### src/rtl/snake_pkg.sv
// Shared definitions for the snake direction front end: direction encoding,
// default IR command codes and the opposite-direction helper.
package snake_pkg;

  localparam logic [1:0] DIR_UP    = 2'd0;
  localparam logic [1:0] DIR_DOWN  = 2'd1;
  localparam logic [1:0] DIR_LEFT  = 2'd2;
  localparam logic [1:0] DIR_RIGHT = 2'd3;

  localparam logic [7:0] IR_UP_DEF    = 8'h18;
  localparam logic [7:0] IR_DOWN_DEF  = 8'h52;
  localparam logic [7:0] IR_LEFT_DEF  = 8'h08;
  localparam logic [7:0] IR_RIGHT_DEF = 8'h5A;

  // Up/down and left/right share bit 1 and differ in bit 0.
  function automatic logic [1:0] dir_opposite(input logic [1:0] d);
    return {d[1], ~d[0]};
  endfunction

endpackage

### src/rtl/key_debounce_ch.sv
// One key channel: 2-flop synchroniser, stability counter and a one-cycle
// pulse on each accepted released->pressed transition.
module key_debounce_ch #(
  parameter int DEB_CYCLES     = 250000,
  parameter bit KEY_ACTIVE_LOW = 1'b1
) (
  input  logic clk,
  input  logic rst,
  input  logic key_raw,
  output logic press
);

  localparam int CNT_W = (DEB_CYCLES > 2) ? $clog2(DEB_CYCLES) : 1;

  logic             sync_p0;
  logic             sync_p1;
  logic             deb_lvl;
  logic [CNT_W-1:0] cnt;
  logic             lvl_s;
  logic             cnt_done;

  assign lvl_s    = sync_p1 ^ KEY_ACTIVE_LOW;
  assign cnt_done = (cnt == CNT_W'(DEB_CYCLES - 1));

  // Synchroniser flops reset to the released pin level so reset is not a press.
  always_ff @(posedge clk or posedge rst) begin
    if (rst) begin
      sync_p0 <= KEY_ACTIVE_LOW;
      sync_p1 <= KEY_ACTIVE_LOW;
    end else begin
      sync_p0 <= key_raw;
      sync_p1 <= sync_p0;
    end
  end

  always_ff @(posedge clk or posedge rst) begin
    if (rst) begin
      deb_lvl <= 1'b0;
      cnt     <= '0;
      press   <= 1'b0;
    end else begin
      press <= 1'b0;
      if (lvl_s == deb_lvl) begin
        cnt <= '0;
      end else if (cnt_done) begin
        deb_lvl <= lvl_s;
        cnt     <= '0;
        press   <= lvl_s;
      end else begin
        cnt <= cnt + 1'b1;
      end
    end
  end

endmodule

### src/rtl/snake_dir_ctrl.sv
// Snake direction front end: debounced keys and IR codes merged into one
// direction stream, reversal filtering and a step-drained turn queue.
module snake_dir_ctrl
  import snake_pkg::*;
#(
  parameter int         NUM_KEYS       = 4,
  parameter int         DEB_CYCLES     = 250000,
  parameter int         Q_DEPTH        = 4,
  parameter bit         KEY_ACTIVE_LOW = 1'b1,
  parameter logic [7:0] IR_UP          = IR_UP_DEF,
  parameter logic [7:0] IR_DOWN        = IR_DOWN_DEF,
  parameter logic [7:0] IR_LEFT        = IR_LEFT_DEF,
  parameter logic [7:0] IR_RIGHT       = IR_RIGHT_DEF
) (
  input  logic                                    sys_clk,
  input  logic                                    sys_rst,
  input  logic [NUM_KEYS-1:0]                     key_in,
  input  logic                                    ir_data_en,
  input  logic [7:0]                              ir_data,
  input  logic                                    ir_repeat_en,
  input  logic                                    step,
  output logic [1:0]                              dir_out,
  output logic                                    dir_valid,
  output logic [((NUM_KEYS > 4) ? NUM_KEYS-4 : 1)-1:0] aux_pulse,
  output logic [$clog2(Q_DEPTH):0]                q_level,
  output logic                                    q_overflow
);

  localparam int PTR_W = $clog2(Q_DEPTH);

  logic [NUM_KEYS-1:0] press_p0;
  logic                unused_ir_repeat;

  assign unused_ir_repeat = ir_repeat_en;

  for (genvar i = 0; i < NUM_KEYS; i++) begin : g_key
    key_debounce_ch #(
      .DEB_CYCLES    (DEB_CYCLES),
      .KEY_ACTIVE_LOW(KEY_ACTIVE_LOW)
    ) u_deb (
      .clk    (sys_clk),
      .rst    (sys_rst),
      .key_raw(key_in[i]),
      .press  (press_p0[i])
    );
  end

  if (NUM_KEYS > 4) begin : g_aux
    assign aux_pulse = press_p0[NUM_KEYS-1:4];
  end else begin : g_no_aux
    assign aux_pulse = '0;
  end

  // Stage p0: candidate selection; keys override IR, lowest channel wins.
  logic       cand_vld;
  logic [1:0] cand_dir;

  always_comb begin
    cand_vld = 1'b0;
    cand_dir = DIR_UP;
    if (ir_data_en) begin
      if (ir_data == IR_UP) begin
        cand_vld = 1'b1;
        cand_dir = DIR_UP;
      end else if (ir_data == IR_DOWN) begin
        cand_vld = 1'b1;
        cand_dir = DIR_DOWN;
      end else if (ir_data == IR_LEFT) begin
        cand_vld = 1'b1;
        cand_dir = DIR_LEFT;
      end else if (ir_data == IR_RIGHT) begin
        cand_vld = 1'b1;
        cand_dir = DIR_RIGHT;
      end
    end
    for (int i = 3; i >= 0; i--) begin
      if (press_p0[i]) begin
        cand_vld = 1'b1;
        cand_dir = 2'(i);
      end
    end
  end

  logic [1:0]       q_mem [Q_DEPTH];
  logic [PTR_W-1:0] wr_ptr;
  logic [PTR_W-1:0] rd_ptr;
  logic [PTR_W-1:0] last_ptr;
  logic [1:0]       ref_dir;
  logic             accept;
  logic             q_full;
  logic             pop;
  logic             push;
  logic             drop;

  assign last_ptr = wr_ptr - 1'b1;
  assign ref_dir  = (q_level != '0) ? q_mem[last_ptr] : dir_out;
  assign accept   = cand_vld && (cand_dir != ref_dir) &&
                    (cand_dir != dir_opposite(ref_dir));
  assign q_full   = (q_level == ($clog2(Q_DEPTH)+1)'(Q_DEPTH));
  assign pop      = step && (q_level != '0);
  assign push     = accept && (!q_full || pop);
  assign drop     = accept && q_full && !pop;

  // Stage p1: queue storage, pointers and released direction.
  always_ff @(posedge sys_clk) begin
    if (push) q_mem[wr_ptr] <= cand_dir;
  end

  always_ff @(posedge sys_clk or posedge sys_rst) begin
    if (sys_rst) begin
      wr_ptr     <= '0;
      rd_ptr     <= '0;
      q_level    <= '0;
      dir_out    <= DIR_RIGHT;
      dir_valid  <= 1'b0;
      q_overflow <= 1'b0;
    end else begin
      dir_valid <= pop;
      if (pop) begin
        dir_out <= q_mem[rd_ptr];
        rd_ptr  <= rd_ptr + 1'b1;
      end
      if (push) wr_ptr <= wr_ptr + 1'b1;
      if (push && !pop)      q_level <= q_level + 1'b1;
      else if (pop && !push) q_level <= q_level - 1'b1;
      if (drop) q_overflow <= 1'b1;
    end
  end

endmodule

### config.mk
export PLATFORM = sky130hd
export DESIGN_NAME = snake_dir_ctrl
export DESIGN_NICKNAME = d
export VERILOG_FILES = /design/src/rtl/snake_pkg.sv /design/src/rtl/key_debounce_ch.sv /design/src/rtl/snake_dir_ctrl.sv
export SDC_FILE = /design/constraint.sdc
export NUM_CORES = 1
export LEC_CHECK = 0
export BUFFER_PORTS_ARGS = -buffer_cell sky130_fd_sc_hd__buf_2
export CAP_MARGIN = 30
export CORE_MARGIN = 1
export CORE_UTILIZATION = 50
export DETAILED_ROUTE_END_ITERATION = 10
export HOLD_SLACK_MARGIN = 0.12
export PLACE_DENSITY = 0.67
export SLEW_MARGIN = 5
export SYNTH_ARGS = -nofsm -noshare
export SYNTH_HDL_FRONTEND = slang
export SYNTH_HIERARCHICAL = 1
export SYNTH_SLANG_ARGS = --single-unit
### constraint.sdc
create_clock -name sys_clk -period 3.28 [get_ports sys_clk]
set_clock_uncertainty 0.1 [all_clocks]
set_input_delay 0.656 -clock sys_clk [delete_from_list [all_inputs] [get_ports sys_clk]]
set_output_delay 0.656 -clock sys_clk [all_outputs]
set_load 0.1 [all_outputs]
# [Yosys cells after proc, flatten, opt, wreduce, memory -nomap -nowiden]
# Memories as Yosys holds them, arrays and structs flattened. A register that Yosys moved wholly into a read port is not among the register bits.
# Index checks and enable logic that the tools add are counted.
[totals] regBits=97 ram_bits=8 in_bits=17 output_inout_bits=8 elab_cells=116 memories=1
[mem_list] name="q_mem" depth=4 word_bits=2 rd=2 rd_ports_with_merged_regs=1 wr=1 line="snake_dir_ctrl.sv:84" source="logic [1:0] q_mem [Q_DEPTH];"
[op_classes] add_sub_neg=9 eq_ne=15 muxes=39 n_bitwise=9 reduce_logical=18
[ops] op="18-bit two-way mux" count=8
[ops] op="18-bit by 1-bit adder with 18-bit output (second input constant)" count=4
[ops] op="18-bit == test (second input constant)" count=4
[ops] op="2-bit two-way mux" count=10
[ops] op="1-bit two-way mux" count=19
[ops] op="8-bit by 7-bit == test with 1-bit output (second input constant)" count=2
[ops] op="1-bit NOT" count=9
[ops] op="8-bit by 4-bit == test with 1-bit output (second input constant)" count=1
[ops] op="8-bit by 5-bit == test with 1-bit output (second input constant)" count=1
[ops] op="1-bit logical AND" count=8
[ops] op="2-bit AND reduction" count=4
[ops] op="3-bit two-way mux" count=2
[ops] op="2-bit by 1-bit adder with 2-bit output (second input constant)" count=2
[ops] op="1-bit == test" count=4
[ops] op="2-bit != test" count=2
[ops] op="3-bit by 1-bit adder with 3-bit output (second input constant)" count=1
[ops] op="3-bit == test (second input constant)" count=1
[ops] op="1-bit zero test" count=3
[ops] op="3-bit nonzero test" count=1
[ops] op="3-bit by 1-bit subtractor with 3-bit output (second input constant)" count=1
[ops] op="2-bit nonzero test" count=1
[ops] op="2-bit by 1-bit subtractor with 2-bit output (second input constant)" count=1
[ops] op="1-bit logical OR" count=1

# [Logic depth before layout (Yosys ltp)]
[logic_depth] depth_word=18 mapped_depth=11 depth_no_buf=11

# [Modules after synthesis]
# Netlist, hierarchy kept.
[by_module_without_submodules] mod="key_debounce_ch" n_inst=4 cells_each=100 area_each_um2=1054.8 seq_area_each_um2=553.0
[by_module_without_submodules] mod="snake_dir_ctrl" n_inst=1 cells_each=84 area_each_um2=1028.5 seq_area_each_um2=518.0

# [Worst setup path after synthesis]
# Ideal clock, no wire load.
[synth_path] path_kind="register to register" start="register q_level[2]" end="register q_level[1]" setup_ns=0.126 t_arrival_ns=2.852 required_ns=3.054 path_slack_ns=0.202 stages_incl_launch_ff=8 n_path_buf=0 period_less_slack_ns=3.078 path_cell_list="dfrtp_1 > or4b_4 > a21boi_1 > mux2_4 > ha_1 > inv_1 > fa_1 > mux2_2"
[synth_via] elab_chain_cells=9 elab_cells_between_ends=18 classes_between="3 x eq/ne; 2 x mux; 1 x bitwise; 12 x reduce/logical"
[synth_rtl] element="from (decl)" line="snake_dir_ctrl.sv:25" source="output logic [$clog2(Q_DEPTH):0] q_level,"
[synth_rtl] element="from (signal assigned)" line="snake_dir_ctrl.sv:124" source="if (push && !pop) q_level <= q_level + 1'b1;"
[synth_rtl] element="from (signal assigned)" line="snake_dir_ctrl.sv:125" source="else if (pop && !push) q_level <= q_level - 1'b1;"
[synth_rtl] element="3-bit nonzero test" line="snake_dir_ctrl.sv:96, snake_dir_ctrl.sv:100"
[synth_rtl] element="2-bit two-way mux" line="snake_dir_ctrl.sv:96" source="assign ref_dir = (q_level != '0) ? q_mem[last_ptr] : dir_out;"
[synth_rtl] element="2-bit != test or 1-bit NOT (tied branches)" line="snake_dir_ctrl.sv:97, snake_pkg.sv:17"
[synth_rtl] element="1-bit logical AND or 2-bit != test (tied branches)" line="snake_dir_ctrl.sv:97, snake_dir_ctrl.sv:98"
[synth_rtl] element="1-bit logical AND" line="snake_dir_ctrl.sv:97" source="assign accept = cand_vld && (cand_dir != ref_dir) &&"
[synth_rtl] element="1-bit logical AND" line="snake_dir_ctrl.sv:101" source="assign push = accept && (!q_full || pop);"
[synth_rtl] element="1-bit zero test" line="snake_dir_ctrl.sv:125"
[synth_rtl] element="1-bit logical AND" line="snake_dir_ctrl.sv:125"
[synth_rtl] element="2-bit nonzero test (no line)"
# Parallel ways exist; a longest one is shown, timed or not.
# A chain may end at the register's enable or synchronous reset.

# [Final worst setup path]
[layout_path] start="register wr_ptr[0]" end="register q_level[1]"
[layout_via] elab_chain_cells=10 elab_cells_between_ends=14 classes_between="1 x add/sub; 2 x eq/ne; 2 x mux; 1 x bitwise; 7 x reduce/logical; 1 x memory"
[layout_rtl] element="from (decl)" line="snake_dir_ctrl.sv:85" source="logic [PTR_W-1:0] wr_ptr;"
[layout_rtl] element="from (signal assigned)" line="snake_dir_ctrl.sv:123" source="if (push) wr_ptr <= wr_ptr + 1'b1;"
[layout_rtl] element="2-bit by 1-bit subtractor with 2-bit output *" line="snake_dir_ctrl.sv:95" source="assign last_ptr = wr_ptr - 1'b1;"
[layout_rtl] element="net last_ptr[0]" line="snake_dir_ctrl.sv:87" source="logic [PTR_W-1:0] last_ptr;"
[layout_rtl] element="memory 4 x 2 bit *"
[layout_rtl] element="2-bit two-way mux *" line="snake_dir_ctrl.sv:96"
[layout_rtl] element="2-bit != test or 1-bit NOT (tied branches)" line="snake_dir_ctrl.sv:97, snake_pkg.sv:17"
[layout_rtl] element="1-bit logical AND or 2-bit != test (tied branches)" line="snake_dir_ctrl.sv:97, snake_dir_ctrl.sv:98"
[layout_rtl] element="1-bit logical AND *" line="snake_dir_ctrl.sv:97"
[layout_rtl] element="1-bit logical AND *" line="snake_dir_ctrl.sv:101"
[layout_rtl] element="1-bit zero test" line="snake_dir_ctrl.sv:125"
[layout_rtl] element="1-bit logical AND" line="snake_dir_ctrl.sv:125"
[layout_rtl] element="2-bit nonzero test (no line)"
# The timed path passes the listed nets; every way through them passes the cells marked *.

==> impl_metrics.csv <==
group,metric,value,unit
run_status,result_of_the_run,"finished clean",
logic_synthesis,synthDistinctLibCells,43,
timing,fmax,331,MHz
timing,setup_viol,0,
timing,final.setup.tns,0,ps
placement,placed_cells,637,
drt,route.antenna.remaining_nets,0,
logic_synthesis,synth.most_common_cell,"dfrtp_1",
layout,layout.cells.non_filler,653,
clocking,clock_tree.root_cell,"clkbuf_8",
timing,endpoints_failing_hold,0,
critical_path,setup.worst_path.start_class,"flop",
power_and_ir_drop,power_dens_cells,497,nW/µm²
global_route,grt_util_all_layers,18.3,%
global_route,grt_remaining_overflow,0,
logic_synthesis,synth_top_flop_cell,"dfrtp_1",
global_route,grt_first_pass_wirelength,15.9,mm
critical_path,worstReg2RegEnd,"q_level[1]$_DFFE_PP0P_",
global_route,number_of_antenna_violations_at_the_first_check_in_global_routing,0,
logic_synthesis,synth_area,5250,µm²
timing,fin_crit,3020,ps
drt,route.detailed.vias_per_inst,5.33,
global_route,first_global_vias,3410,
power_and_ir_drop,static-leakage-power,2.33,nW
clocking,cts_num_sinks,107,
floorplan,floorplan.initialDensity,51.3,%
critical_path,timing.rr.start,"wr_ptr[0]$_DFFE_PP0N_",
critical_path,worst-endpoint-required,3440,ps
global_route,grt_start_max_net_pins,23,
floorplan,floorplan.die.height,104,µm
floorplan,rows,37,
layout,areaGrowthSynthToFinish,7.84,%
logic_synthesis,post_synth_edffs,8,
critical_path,r2r_cells,9,
critical_path,criticalPathCategory,"reg2reg",
logic_synthesis,synth_nets,511,
drt,wl_per_cell,13.7,µm
clocking,latest_clock_arrival_within_the_worst_skew_pair,380,ps
critical_path,critical_path.endpoint_type,"flop",
logic_synthesis,yosys.area.top_type_share,42.4,%
floorplan,chipWidth,104,µm
timing,timing.slew.headroom,39.4,%
placement,placement.io_buffers,22,
drt,wirelength,8.97,mm
clocking,postCtsSetupBuffers,0,
logic_synthesis,synth_top_cells_by_count,"dfrtp_1, nor2_1, xnor2_1, inv_1",
logic_synthesis,flop_and_latch_count_out_of_synthesis,107,
job,cap_viol_max_count,0,
clocking,cts_tree,"yes",
logic_synthesis,netlist_top_cells_area,"dfrtp_1, xnor2_1, nor2_1",
layout,nets,539,
logic_synthesis,synthCells,484,
timing,worst_pin_slew,906,ps
logic_synthesis,yosysSeqAreaShare,52.0,%
logic_synthesis,yosys_warnings,6,
logic_synthesis,synth_area_leader_cell,"dfrtp_1",
clocking,ctsResizeCount,0,
layout,fraction_of_final_layout_cells_sized_beyond_drive_strength_1,16.2,%
clocking,numCtsBuffers,9,
clocking,cts.reportedPaths.clkPinSlew,100,ps
clocking,clockBufferDepth,2,
floorplan,num_io_pins,25,
floorplan,die_area,10900,µm²
drt,firstDrtPassIters,4,
placement,post-dp-hpwl,6.39,mm
critical_path,critPathMaxFanout,7,
power_and_ir_drop,max-vdd-ir-drop,0.686,mV
timing,finalMaxSlewViolations,0,
timing,grt_setup_unrepaired,"false",
hold_path,holdCritPathClass,"in2async",
drt,drcViolationCount,0,
critical_path,worst-r2r-setup-slack,260,ps
logic_synthesis,average_size_of_a_mapped_cell,10.8,µm²
timing,min_period_over_period,92.1,%
logic_synthesis,synth_async_sr_flop_share,92.5,%
critical_path,arrival,3190,ps
clocking,cts.hold.buffers_added,0,
drt,vias,3478,
layout,antenna_cells_inserted,0,
floorplan,core_area,10200,µm²
drt,dr.first_iter.drc_count,142,
placement,routabilityCongestion,0.807,
clocking,htree_num_levels,3,
-- registers in the layout, summed over array words and instances (netlist names), 3 cells and up --
name and count:
q_mem 8, g_key.u_deb/sync_p0 4, g_key.u_deb/press 4, g_key.u_deb/deb_lvl 4, q_level 3, g_key.u_deb/cnt 72
g_key.u_deb/sync_p1 4
-- metal layers --
metal / global-route usage (%) / vias to the layer above / wire length [µm]
li1: - / 1728 / -
met1: 25.8 / 1692 / 4480
met2: 27.7 / 47 / 4080
met3: 3.63 / 11 / 257
met4: 7.14 / 0 / 151
met5: 0 / - / 0
-- worst max-delay path by stage --
stage | from | end | cells past startpoint
2_1_floorplan | q_level[2]$_DFFE_PP0P_ | q_level[1]$_DFFE_PP0P_ | 7
3_3_place_gp | wr_ptr[0]$_DFFE_PP0N_ | q_level[1]$_DFFE_PP0P_ | 9
3_5_place_dp | wr_ptr[0]$_DFFE_PP0N_ | q_level[1]$_DFFE_PP0P_ | 9
4_1_cts | wr_ptr[0]$_DFFE_PP0N_ | q_level[1]$_DFFE_PP0P_ | 9
5_1_grt | wr_ptr[0]$_DFFE_PP0N_ | q_level[2]$_DFFE_PP0P_ | 11
6_report | wr_ptr[0]$_DFFE_PP0N_ | q_level[1]$_DFFE_PP0P_ | 9
-- cell type report --
class / count / area, µm²
clock inverters: 7 / 60.1
inverters: 26 / 97.6
well taps: 136 / 170
clock buffers: 9 / 124
repair buffers: 22 / 110
flip-flops and latches: 107 / 2730
multi-input cells: 346 / 2370
fillers: 905 / 4570
-- critical path, stage by stage (launching register included) --
cell and delay, ps:
dfrtp_1 440, inv_1 110, ha_1 340, mux4_2 290, mux2i_1 300, mux2_4 390
ha_1 220, inv_1 70, fa_1 400, mux2_2 270
-- cell families (layout without fill, tap and decap cells) --
group	after synthesis	count (layout)	synth area share, %
other cells	1	1	0.0715
compound gates	21	21	4.24
flops	107	107	52.0
buf+inv	31	64	2.86
fa+ha+maj	10	10	2.53
xor+xnor	70	70	11.7
simple gates	233	233	23.6
mux	11	11	3.03
-- metrics by stage --
stage / utilization (%) / instance area (µm²) / hold slack (ps) / power, mW / setup WS (ps)
global placement: 53.5 / 5480 / 245 / 2.06 / 382
floorplan: - / 5250 / 245 / 1.98 / 202
finish: 55.3 / 5660 / 240 / 2.81 / 258
detailed placement: 53.5 / 5480 / 247 / 2.08 / 275
CTS: 55.3 / 5660 / 233 / 2.85 / 256
global route: 55.3 / 5660 / 243 / 2.95 / 102
-- cell usage in the layout, fill, tap and decap left out, types with 10 or more instances in the layout --
master and n:
dfrtp_1 89, nor2_1 82, xnor2_1 52, inv_1 26
nand2_1 24, nand3_1 24, buf_2 22, nand4_1 20
nor4_1 20, xor2_1 18, nor3_1 15, dfstp_2 10
-- report_power, final --
| group | total (mW) | switching [mW] | internal (mW) |
|---|---|---|---|
| clock network | 0.761 | 0.471 | 0.290 |
| logic | 0.552 | 0.403 | 0.149 |
| registers | 1.50 | 0.0842 | 1.41 |
| total | 2.81 | 0.958 | 1.85 |
(Power assumes the default switching activity.)
